[config.mk]
export PLATFORM = sky130hd
export DESIGN_NAME = fetch_stage
export DESIGN_NICKNAME = d
export VERILOG_FILES = /design/src/rtl/fetch_stage.sv
export SDC_FILE = /design/constraint.sdc
export NUM_CORES = 1
export LEC_CHECK = 0
export CORE_MARGIN = 10
export CORE_UTILIZATION = 42
export DETAILED_ROUTE_END_ITERATION = 10
export PLACE_DENSITY = 0.75
export SLEW_MARGIN = 15
export SYNTH_ARGS = -nofsm -noshare
export SYNTH_HDL_FRONTEND = slang
export SYNTH_SLANG_ARGS = --single-unit
[constraint.sdc]
create_clock -name clk -period 2 [get_ports clk]
set_input_delay 0.4 -clock clk [delete_from_list [all_inputs] [get_ports clk]]
set_output_delay 0.4 -clock clk [all_outputs]
set_load 0.005 [all_outputs]
[src/rtl/fetch_stage.sv]
// Instruction fetch stage: PC register, BOOT/RUN/HALT control FSM and the IF/ID pipeline register.
// Optional static branch/jump prediction is built when FETCH_PREDICT_EN is defined.
module fetch_stage #(
    parameter int                       ADDRESS_WIDTH = 32,
    parameter int                       DATA_WIDTH    = 32,
    parameter logic [ADDRESS_WIDTH-1:0] RESET_VECTOR  = 32'h0000_0000
) (
    input  logic                     clk,
    input  logic                     rst_n,
    input  logic                     stall_F,
    input  logic                     flush_D,
    input  logic                     pc_src_E,
    input  logic [ADDRESS_WIDTH-1:0] pc_target_E,
    output logic [ADDRESS_WIDTH-1:0] A,
    input  logic [DATA_WIDTH-1:0]    RD,
    output logic [DATA_WIDTH-1:0]    instr_D,
    output logic [ADDRESS_WIDTH-1:0] pc_D,
    output logic [ADDRESS_WIDTH-1:0] pcplus4_D,
    output logic                     valid_D,
    output logic                     halted,
    output logic                     pred_taken_D
);

    localparam logic [DATA_WIDTH-1:0] NOP    = DATA_WIDTH'(32'h0000_0013);
    localparam logic [DATA_WIDTH-1:0] EBREAK = DATA_WIDTH'(32'h0010_0073);

    typedef enum logic [1:0] {BOOT, RUN, HALT} state_t;

    state_t                   state, state_n;
    logic [ADDRESS_WIDTH-1:0] pc_f, pc_n, pc_plus4, seq_pc;
    logic                     ld, bub;
    logic                     pred_hit;

    assign pc_plus4 = pc_f + ADDRESS_WIDTH'(4);
    assign A        = pc_f;
    assign halted   = (state == HALT);

`ifdef FETCH_PREDICT_EN
    logic                     is_jal, is_bwd_br;
    logic [ADDRESS_WIDTH-1:0] jimm, bimm;

    assign is_jal    = (RD[6:0] == 7'b1101111);
    assign is_bwd_br = (RD[6:0] == 7'b1100011) && RD[31];
    assign jimm      = {{(ADDRESS_WIDTH-20){RD[31]}}, RD[19:12], RD[20], RD[30:21], 1'b0};
    assign bimm      = {{(ADDRESS_WIDTH-12){RD[31]}}, RD[7], RD[30:25], RD[11:8], 1'b0};
    assign pred_hit  = (state == RUN) && (is_jal || is_bwd_br);
    assign seq_pc    = is_jal ? pc_f + jimm : (is_bwd_br ? pc_f + bimm : pc_plus4);
`else
    assign pred_hit  = 1'b0;
    assign seq_pc    = pc_plus4;
`endif

    always_ff @(posedge clk or negedge rst_n) begin
        if (!rst_n) state <= BOOT;
        else        state <= state_n;
    end

    always_comb begin
        state_n = state;
        pc_n    = pc_f;
        ld      = 1'b0;
        bub     = 1'b0;
        case (state)
            BOOT: begin
                bub     = 1'b1;
                state_n = RUN;
            end
            RUN: begin
                if (pc_src_E)     pc_n = pc_target_E;
                else if (!stall_F) pc_n = seq_pc;
                if (flush_D)       bub = 1'b1;
                else if (!stall_F) ld  = 1'b1;
                // a concurrent redirect squashes the halt; the ebreak itself still lands in IF/ID
                if (ld && RD == EBREAK && !pc_src_E) state_n = HALT;
            end
            HALT: begin
                bub = 1'b1;
                if (pc_src_E) begin
                    pc_n    = pc_target_E;
                    state_n = RUN;
                end
            end
            default: begin
                bub     = 1'b1;
                state_n = BOOT;
            end
        endcase
    end

    always_ff @(posedge clk or negedge rst_n) begin
        if (!rst_n) begin
            pc_f      <= RESET_VECTOR;
            instr_D   <= NOP;
            pc_D      <= '0;
            pcplus4_D <= '0;
            valid_D   <= 1'b0;
        end else begin
            pc_f <= pc_n;
            if (bub) begin
                instr_D   <= NOP;
                pc_D      <= '0;
                pcplus4_D <= '0;
                valid_D   <= 1'b0;
            end else if (ld) begin
                instr_D   <= RD;
                pc_D      <= pc_f;
                pcplus4_D <= pc_plus4;
                valid_D   <= 1'b1;
            end
        end
    end

`ifdef FETCH_PREDICT_EN
    always_ff @(posedge clk or negedge rst_n) begin
        if (!rst_n)   pred_taken_D <= 1'b0;
        else if (bub) pred_taken_D <= 1'b0;
        else if (ld)  pred_taken_D <= pred_hit && !pc_src_E;
    end
`else
    assign pred_taken_D = 1'b0;
`endif

endmodule
-- Word-level counts from Yosys, hierarchy flattened
Cells that the tools add are included.
- flip-flop bits (word level): 131
- eq/ne operators: 6
- reductions and logical operators: 8
- muxes and demuxes: 21
- $add $sub $neg: 1
- operator list (operator ; count):
    $mux 32 ; 9
    $pmux 32 s2 ; 1
    $add 32x3->32 const B ; 1
    $eq 32x21->1 const B ; 1
    $mux 1 ; 8
    $pmux 2 s3 ; 1
    $mux 2 ; 2
    $ne 2x2->1 const B ; 2
    $reduce_bool 2->1 ; 2
    $ne 3x3->1 const B ; 1
    $reduce_and 3->1 ; 1
    $eq 2x1->1 const B ; 1
    $eq 2x2->1 const B ; 1
    $logic_and 1x1->1 ; 2
    $logic_not 2->1 ; 1
    $reduce_and 2->1 ; 1
    $logic_not 1->1 ; 1

-- Depth between registers and ports, before layout
Gate-level depths: netlist of run 1.
- depth after elaboration: 7
- mapped depth: 9
- mapped depth without buffers: 7

-- Worst setup path before layout of run 1
OpenSTA, ideal clock, no wires.
- kind: reg2reg
- start: register pc_f[2], in the netlist A[2]
- end: register pc_f[24], in the netlist A[24]
- path slack: 0.150 ns
- arrival: 1.726 ns
- library setup time: 0.123 ns
- cell stages (with the launch flop): 8
- required time: 1.877 ns
- path buffers: 1
- path through: dfrtp_1 ha_1 and3_1 buf_2 nand4_2 or2_2 nor3_1 nor3_1
- word-level cells in the longest chain between the ends: 4
- RTL lines (what ; line ; RTL):
    from (decl) ; 30 ; logic [ADDRESS_WIDTH-1:0] pc_f, pc_n, pc_plus4, seq_pc;
    from (signal assigned) ; 98 ; pc_f <= pc_n;
    $add 32x3->32 ; 34 ; assign pc_plus4 = pc_f + ADDRESS_WIDTH'(4);
    $mux 32 ; 70 ; else if (!stall_F) pc_n = seq_pc;
    $mux 32 ; 69 ; if (pc_src_E) pc_n = pc_target_E;
    $pmux 32 s2 ; 63 ; case (state)
No other way between the ends. The select of a mux whose other input is x is not followed.
A chain may end at the register's enable or synchronous reset.

-- Worst setup path after layout of run 1
- start: register pc_f[28], in the netlist A[28]
- end: output A[28]
- RTL lines (what ; line ; RTL):
    to (decl) ; 14 ; output logic [ADDRESS_WIDTH-1:0] A,
No word-level cell between the ends.

==> results, run 1 <==
- The standard cell core area is 13,930 um^2.
- The final count of pins violating max slew was 0.
- The post-route clock skew is 7.413 ps.
- The I/O pin count is 200.
- Of the synthesized area, sequential elements account for 0.5386.
- The clock edge transition at the registers on the reported setup and hold paths is 50 ps.
- Global routing finished with a remaining overflow of 0.
- Overall power consumption after layout is estimated at ~0.0077 W.
- The routed design has 20,810 um of wire.
- The final net count is 873.
- The first-pass GRT wire length is 33,030 um.
- From synthesis to final layout, the design area changed by 53.48%.
- The instance count of the mapped netlist is 566.
- The count of nets left with antenna violations once routing finished came out at 0.
- The startpoint class of the critical path is a register.
- The horizontal extent of the die is around 140 um.
- The internal portion of the total power is 0.005672 W.
- At the worst endpoint, the arrival time is approximately 1600 ps.
- The number of DRC violations after detailed routing is 0.
- The start point of the worst min-delay path is pcplus4_D[25]$_DFFE_PN0P_.
- In the final layout, the share of cells above drive strength 1 is 0.1587.
- The sequential group share of total power is 0.394.
- Across every metal layer, demand over resource in global routing totals 0.2087.
- Measured on the finished design, the core utilization comes to 0.6610.
- Of the available clock period, the critical path in the final layout requires 0.9829.
- The routed via count is 5,578.
- Across the run, the number of max-cap violations was 0.
- Once detailed placement completed, the half-perimeter wirelength came to between 15,000 and 20,000 um.
- The initial antenna violation count is 0.
- The final total negative setup slack is 0 ps.
- Synthesis produced a netlist with a net count of between 600 and 700.
- The worst setup path is captured at a primary output.
- The largest delay contributor family on the critical path is buffers and inverters.
- Of the total power, the share spent switching nets is 0.2608.
- The non-filler instance count after layout is ~1,000.
- Setup repair after global routing left no endpoint under its margin.
- The count of buffers added on input and output ports is 198.
- The clock tree synthesis step divided the H-tree into 4 levels.
- The synthesized area divided by synthesized cell count is 10.60 um^2.
- The flow ran to the end, and the final reports show no timing, DRC or antenna violations.
- The effective utilization at floorplan is 0.4306.
- Across the VDD grid, the largest voltage drop is 0.5137 mV.
- Counting cells, the worst reg-to-reg path comes to 5.
- At the pin with the least slew margin, the transition time is 516.4 ps.
- The number of diodes added for antenna fixing is 0.
- After detailed placement, the total cell area comes to 8589 um^2.
- Derived from the worst setup path, the maximum achievable clock frequency is roughly 500 MHz.
- At the later pin of the worst-skew pair, clock insertion delay measures approximately 420 ps.
- For this run, the number of Yosys warnings is 0.
- Synthesis instantiated 57 different standard cells from the library.
- The number of global-route vias before repair was 5,948.
- The number of failing setup endpoints in the final timing report is 0.
- The total placed cells including tap cells is 960.
- Buffers inserted during clock tree synthesis total 17.
- The clock drives roughly 130 sinks.
- The synthesized cell area is 6001 um^2.
- The pin count of the biggest net entering global routing is 55.
- The count of routing violations after the opening detailed-route iteration is 456.
- In the final routed layout, each cell accounts on average for 20.95 um.
- Data on the critical path is required at its endpoint by 1600 ps.
- The last weighted congestion value of the routability-driven placer is 0.9140.
- In this run the worst path has a maximum fanout of 9.
- The end point of the most critical hold path is pcplus4_D[25]$_DFFE_PN0P_.
- The clock tree from TritonCTS is yes.
- The hold path depth is 2.
- The most frequently used flop master after synthesis is sky130_fd_sc_hd__dfrtp_1.
- Synthesis inferred about 130 register bits.
- The kind of critical path is register to primary output.
- The die covers 19,470 um^2.
- The row count is 43.
- Traced cell by cell, the critical path runs through clkdlybuf4s50_1.
- The chip height is 139.5 um.
- The worst hold path belongs to the class register to register.
- The cell leakage power is 3.941 nW.
- The hold violation total from the final report is 0.
- The power spent charging and discharging nets is around 0.0020 W.
- The detailed-router iteration count before antenna repair is 5.
- The largest single stage delay on the critical path is 590 ps.
- The power density over the cells is 833.2 nW/um^2.
- Of the total power, combinational logic draws 0.209.
- The reg-to-reg critical path startpoint is A[8]$_DFFE_PN0P_.
- In this run the deepest clock path goes through 2 buffers.
- In this run the register-to-register setup slack is 100 ps.
- The number of setup buffers added after CTS is 0.
- The total buffers and inverters traversed by the critical path is 1.
- The cell at the root of the clock tree is sky130_fd_sc_hd__clkbuf_16.
- The highest-delay cell along the critical path is sky130_fd_sc_hd__clkdlybuf4s50_1.
- In the synthesized netlist the async set-or-reset flop fraction comes to 1.000.
- The final critical-path required period is about 2000 ps.
- The critical path startpoint is A[28]$_DFFE_PN0P_.
- Measured against its own limit, the worst slew margin works out to 0.6558.
- Using the TritonRoute via totals, the vias-per-cell ratio works out to 5.617.
- The finished cells cover 9210 um^2.
- The worst flop-to-flop path endpoint is A[25]$_DFFE_PN0P_.
- The number of enable-type register cells in the synthesized netlist is 0.
- The part of the total power dissipated in the clock network is 0.397.
[layout make-up]
cell class	instances	area, um^2
well taps	180	225.2
multi-input cells	373	2521
clock inverters	10	108.9
inverters	16	60.06
repair buffers	263	2585
flip-flops and latches	129	3236
clock buffers	22	474.2
fillers	1048	4725
[per-layer routing]
layer,routed length (um),track usage,vias to the layer above
met5,0,0,-
met4,312,0.06793,0
met3,1919,0.07145,24
met2,9878,0.3339,225
met1,8696,0.2585,2790
li1,-,-,2539
[stage by stage]
step,hold WS [ps],worst slack [ps]
floorplan,104.4,150.4
global placement,393.9,-391.6
detailed placement,394.4,-380.9
CTS,486.9,14.22
global route,513.1,2.845
finish,485.3,34.27
[layout by cell type, fill, tap and decap left out, types with 4 or more instances in the layout]
| cell type | n |
|---|---|
| sky130_fd_sc_hd__xnor2_1 | 20 |
| sky130_fd_sc_hd__clkinv_2 | 5 |
| sky130_fd_sc_hd__nor3_1 | 19 |
| sky130_fd_sc_hd__xor2_1 | 8 |
| sky130_fd_sc_hd__o22a_1 | 7 |
| sky130_fd_sc_hd__o21a_1 | 5 |
| sky130_fd_sc_hd__clkbuf_16 | 17 |
| sky130_fd_sc_hd__a311oi_1 | 6 |
| sky130_fd_sc_hd__buf_12 | 9 |
| sky130_fd_sc_hd__and4_1 | 5 |
| sky130_fd_sc_hd__nand4_1 | 8 |
| sky130_fd_sc_hd__nand2_1 | 56 |
| sky130_fd_sc_hd__nor2_1 | 27 |
| sky130_fd_sc_hd__nor4_1 | 6 |
| sky130_fd_sc_hd__a32oi_1 | 4 |
| sky130_fd_sc_hd__o22ai_1 | 9 |
| sky130_fd_sc_hd__nand3_1 | 10 |
| sky130_fd_sc_hd__clkdlybuf4s50_1 | 196 |
| sky130_fd_sc_hd__nor3_2 | 6 |
| sky130_fd_sc_hd__a21oi_1 | 20 |
| sky130_fd_sc_hd__a211o_1 | 4 |
| sky130_fd_sc_hd__dfrtp_1 | 123 |
| sky130_fd_sc_hd__and3_1 | 6 |
| sky130_fd_sc_hd__inv_1 | 15 |
| sky130_fd_sc_hd__buf_4 | 55 |
| sky130_fd_sc_hd__o21ai_0 | 42 |
| sky130_fd_sc_hd__a22o_1 | 56 |
[power groups by stage]
stage	combinational, W	clock, W	sequential (W)
6_report	0.00161	0.00305	0.00302
5_1_grt	0.00174	0.00319	0.00305
4_1_cts	0.00162	0.00309	0.00302
3_5_place_dp	0.00161	0	0.00306
3_3_place_gp	0.00158	0	0.00304
2_1_floorplan	0.000526	0	0.00309
[synthesized netlist by cell type, types with 4 or more instances]
cell / n / area [um^2]
sky130_fd_sc_hd__dfrtp_1: 126 / 3153
sky130_fd_sc_hd__a22o_1: 56 / 490.5
sky130_fd_sc_hd__nand2_1: 56 / 210.2
sky130_fd_sc_hd__o21ai_0: 42 / 210.2
sky130_fd_sc_hd__nor2_1: 28 / 105.1
sky130_fd_sc_hd__clkbuf_1: 25 / 93.84
sky130_fd_sc_hd__a21oi_1: 20 / 100.1
sky130_fd_sc_hd__nor3_1: 20 / 100.1
sky130_fd_sc_hd__xnor2_1: 20 / 175.2
sky130_fd_sc_hd__inv_1: 16 / 60.06
sky130_fd_sc_hd__nand3_1: 10 / 50.05
sky130_fd_sc_hd__o22ai_1: 9 / 56.30
sky130_fd_sc_hd__buf_2: 8 / 40.04
sky130_fd_sc_hd__nand4_1: 8 / 50.05
sky130_fd_sc_hd__xor2_1: 8 / 70.07
sky130_fd_sc_hd__o22a_1: 7 / 61.31
sky130_fd_sc_hd__a311oi_1: 6 / 52.55
sky130_fd_sc_hd__and3_1: 6 / 37.54
sky130_fd_sc_hd__nor4_1: 6 / 37.54
sky130_fd_sc_hd__and4_1: 5 / 43.79
sky130_fd_sc_hd__buf_1: 5 / 18.77
sky130_fd_sc_hd__clkbuf_2: 5 / 25.02
sky130_fd_sc_hd__nor3_2: 5 / 50.05
sky130_fd_sc_hd__o21a_1: 5 / 37.54
sky130_fd_sc_hd__a211o_1: 4 / 35.03
sky130_fd_sc_hd__a32oi_1: 4 / 35.03
sky130_fd_sc_hd__and2_1: 4 / 25.02
sky130_fd_sc_hd__ha_1: 4 / 50.05
[registers in the layout (all words and copies together) (netlist names)]
register / cells
A: 32
instr_D: 32
pc_D: 32
pcplus4_D: 30
state: 2
valid_D: 1
[kinds of logic (layout without fill, tap and decap cells)]
kind of cell             after synthesis  after routing  synth area share
XOR/XNOR                              28             28           0.04087
multiplexers                           3              3          0.005421
buffers and inverters                 64            311           0.04712
flip-flops                           129            129            0.5386
adder cells (fa/ha/maj)                4              4          0.008341
other                                  1              1         0.0006249
AO/OA/AOI/OAI                        168            168            0.1989
AND/OR/NAND/NOR                      169            169            0.1601
[how the worst max path moves through the flow]
stage,to,slack (ps),depth (start not counted)
2_1_floorplan,A[24]$_DFFE_PN0P_,150,7
3_5_place_dp,state[0]$_DFFE_PN0P_,-380,7
3_3_place_gp,state[0]$_DFFE_PN0P_,-390,7
5_1_grt,A[28],3,1
4_1_cts,state[0]$_DFFE_PN0P_,10,7
6_report,A[28],30,1
[timing repair]
item                       CTS  global route
gates resized for setup      6             3
setup endpoints to repair    3             3
hold endpoints to repair    47             0
hold buffers                 1             0
No activity file was read; power rests on OpenSTA's default activity.
==> run 2, diff against run 1 <==
REMOVE_ABC_BUFFERS = 1   (was default)
==> results, run 2 (synthesis gave the netlist of run 1 again) <==
- The run finished with clean final reports.
- In the global route stage, met3 resource usage came out at 0.07247.
- At the end of routability-driven placement, the weighted congestion stood at 0.8782.
- The pin count of the biggest net entering global routing is 48.
- The area growth from synthesis to layout is 52.88%.
- The worst setup path is of the register to primary output kind.
- The first-pass GRT wire length is 32,640 um.
- The clock reaches the later pin of the worst-skew pair after 420 ps.
- The initial utilization of the core area, before any placement, comes to 0.4306.
- The detailed-router iteration count before antenna repair is 6.
- The floorplan has 43 rows.
- In the routed layout, each cell is associated on average with a via count of 5.541.
- The met1 track demand over resource in global routing is 0.2565.
- The H-tree was split into 4 levels.
- Setup repair after global routing could not meet its margin everywhere.
- The count of input and output buffers is between 150 and 200.
- Counting cells, the worst reg-to-reg path comes to 5.
- At the end of the flow, the number of nets in the layout was just under 900.
- The upper clock frequency limit is 520.3 MHz.
- The hold violation total from the final report came to 0.
- The critical-path maximum fanout is 5.
- Clock skew on the completed layout was measured at 7.584 ps.
- The worst stage delay on the critical path is 510 ps.
- Of the total power, registers draw 0.391.
- The required time at the endpoint of the critical path is approximately 1600 ps.
- The setup slack on the worst flop-to-flop path is 160 ps.
- The post-place instance area is 8544 um^2.
- The number of global-route vias before repair is about 5,700.
- The chip height is 139.5 um.
- The region available for standard cell placement spans 13,930 um^2.
- In the final layout, the share of cells above drive strength 1 is 0.1475.
- Walking the worst path, the cells encountered are buf_4, clkdlybuf4s50_1.
- STA puts the critical path data arrival time at around 1500 ps.
- 0 antenna diodes ended up in the layout.
- The power spent charging and discharging nets is between 0.0015 and 0.002 W.
- STA classifies the critical path startpoint as a register.
- The horizontal extent of the die is approximately 140 um.
- The most common library cell in the layout ignoring fill and taps is sky130_fd_sc_hd__clkdlybuf4s50_1.
- The met2 capacity usage during global routing is 0.3304.
- In this run, the number of DRC markers left after iteration 0 of detailed routing was 350.
- The die covers 19,470 um^2.
- Counting both buffers and inverters, the worst setup path holds a total of 2.
- The routed layout has 5,469 vias.
- The routed wirelength normalized by instance count is between 20 and 25 um.
- The number of DRC violations after detailed routing is 0.
- The largest voltage drop on the vdd net is between 0.4 and 0.5 mV.
- The worst register-to-register path ends at A[25]$_DFFE_PN0P_.
- The cell at the root of the clock tree is sky130_fd_sc_hd__clkbuf_16.
- The max-capacitance violation count is 0.
- The switching part of the total is 0.2571.
- Of the total power, combinational logic draws 0.205.
- In the layout the commonest cells are sky130_fd_sc_hd__clkdlybuf4s50_1, sky130_fd_sc_hd__dfrtp_1, sky130_fd_sc_hd__nand2_1, sky130_fd_sc_hd__a22o_1, sky130_fd_sc_hd__buf_4.
- The wire-length estimate of the detail-placed layout is 14,820 um.
- The largest delay contributor family on the critical path is buffers and inverters.
- The initial antenna violation count came to 0.
- The final count of pins violating max slew is 0.
- The final critical-path required period is 1922 ps.
- Excluding fillers, the count of instances in the completed layout stands at 987.
- The clock passes through at most 2 buffers.
- The remaining global-route overflow is 0.
- The critical path endpoint category is a primary output.
- The reg-to-reg critical path startpoint is A[13]$_DFFE_PN0P_.
- In this run the static leakage power is 3.895 nW.
- Cell internal power was estimated by the tool at 0.005724 W.
- In this run the count of I/O pins placed on the die edge is 200.
- The portion of the clock cycle consumed by the worst path in the final layout is 0.9611.
- The busiest layer in global routing is met2.
- TritonCTS built the clock tree.
- In this run, CTS created clock tree buffers numbering 17.
- Setup violations remaining at the end of the flow were counted as 0.
- The number of placed instances, taps included, is 954.
- The power density over the cells is 839.8 nW/um^2.
- In this run the remaining antenna-violating nets after routing total 0.
- The tightest min-delay check is of the input port to asynchronous set/reset pin type.
- The highest-delay cell along the critical path is sky130_fd_sc_hd__clkdlybuf4s50_1.
- The overall routed net length is 20,030 um.
- The share of total power dissipated in the clock network is 0.403.
- Counting buffers and inverters, the worst setup path is 2 cells deep.
- The clock edge transition at the registers on the reported setup and hold paths is 60 ps.
- The total global-route track usage is 0.2066.
- The final standard cell area without fillers is 9174 um^2.
- The total clock sinks is ~130.
==> run 2: cell types whose count changed in the layout (fill, tap and decap cells not counted), moves of 2 or more <==
cell,before,now
sky130_fd_sc_hd__clkinv_2,5,3
sky130_fd_sc_hd__nor3_2,6,4
sky130_fd_sc_hd__clkinvlp_4,2,4
sky130_fd_sc_hd__clkbuf_8,3,1
sky130_fd_sc_hd__clkbuf_1,2,4
sky130_fd_sc_hd__buf_4,55,49
==> run 2: area by class of cell <==
| type | instances | area (um^2) |
|---|---|---|
| clock buffers | 22 | 454.2 |
| flip-flops and latches | 129 | 3236 |
| inverters | 16 | 60.06 |
| repair buffers | 257 | 2540 |
| multi-input cells | 373 | 2524 |
| clock inverters | 10 | 135.1 |
| fillers | 1078 | 4761 |
| well taps | 180 | 225.2 |
==> run 2: worst reg2reg max path, stage by stage (launching register included) <==
cell	delay [ps]
sky130_fd_sc_hd__dfrtp_1	430
sky130_fd_sc_hd__and2_2	290
sky130_fd_sc_hd__nand4_4	320
sky130_fd_sc_hd__nor3_2	350
sky130_fd_sc_hd__a32oi_1	150
sky130_fd_sc_hd__o22a_1	190
==> run 2: how the worst max path moves through the flow <==
stage	slack, ps	end	startpoint
6_report	80	A[2]	A[2]$_DFFE_PN0P_
3_3_place_gp	-300	state[0]$_DFFE_PN0P_	pc_src_E
5_1_grt	-0.3	state[0]$_DFFE_PN0P_	pc_src_E
2_1_floorplan	-870	instr_D[10]$_DFFE_PN0P_	state[1]$_DFFE_PN0P_
4_1_cts	10	A[23]	A[23]$_DFFE_PN0P_
3_5_place_dp	-340	state[0]$_DFFE_PN0P_	pc_src_E
==> run 2: metrics by stage <==
step / hold WS (ps) / utilization / setup slack [ps] / setup TNS, ps / total power, W
floorplan: 104.4 / - / -865.8 / -73510 / 0.003564
global placement: 338.9 / 0.6132 / -301.8 / -2872 / 0.004603
detailed placement: 348.3 / 0.6132 / -341.1 / -3072 / 0.004644
CTS: 469.4 / 0.6571 / 11.40 / 0 / 0.007783
global route: 488.5 / 0.6583 / -0.2851 / -0.2851 / 0.008056
finish: 462.0 / 0.6583 / 77.85 / 0 / 0.007704
==> run 2: power groups by stage <==
| stage | sequential (W) | combinational [W] | clock, W |
|---|---|---|---|
| 3_5_place_dp | 0.00305 | 0.00159 | 0 |
| 5_1_grt | 0.00305 | 0.00172 | 0.00329 |
| 2_1_floorplan | 0.00312 | 0.000441 | 0 |
| 3_3_place_gp | 0.00304 | 0.00156 | 0 |
| 4_1_cts | 0.00301 | 0.00160 | 0.00317 |
| 6_report | 0.00302 | 0.00158 | 0.00311 |
==> run 2: repair_timing <==
item / CTS / global route
endpoints found under the setup margin: 2 / 5
endpoints found under the hold margin: 39 / 0
gates resized for setup: 5 / 4
hold buffers: 1 / 0
buffers inserted: 0 / 0
==> run 2: per-layer routing <==
metal | part of all wire | vias to the layer above | wire, um
met5 | 0 | - | 0
met4 | 0.012 | 0 | 240
met3 | 0.082 | 22 | 1645
met2 | 0.49 | 202 | 9810
met1 | 0.42 | 2718 | 8333
li1 | - | 2527 | -
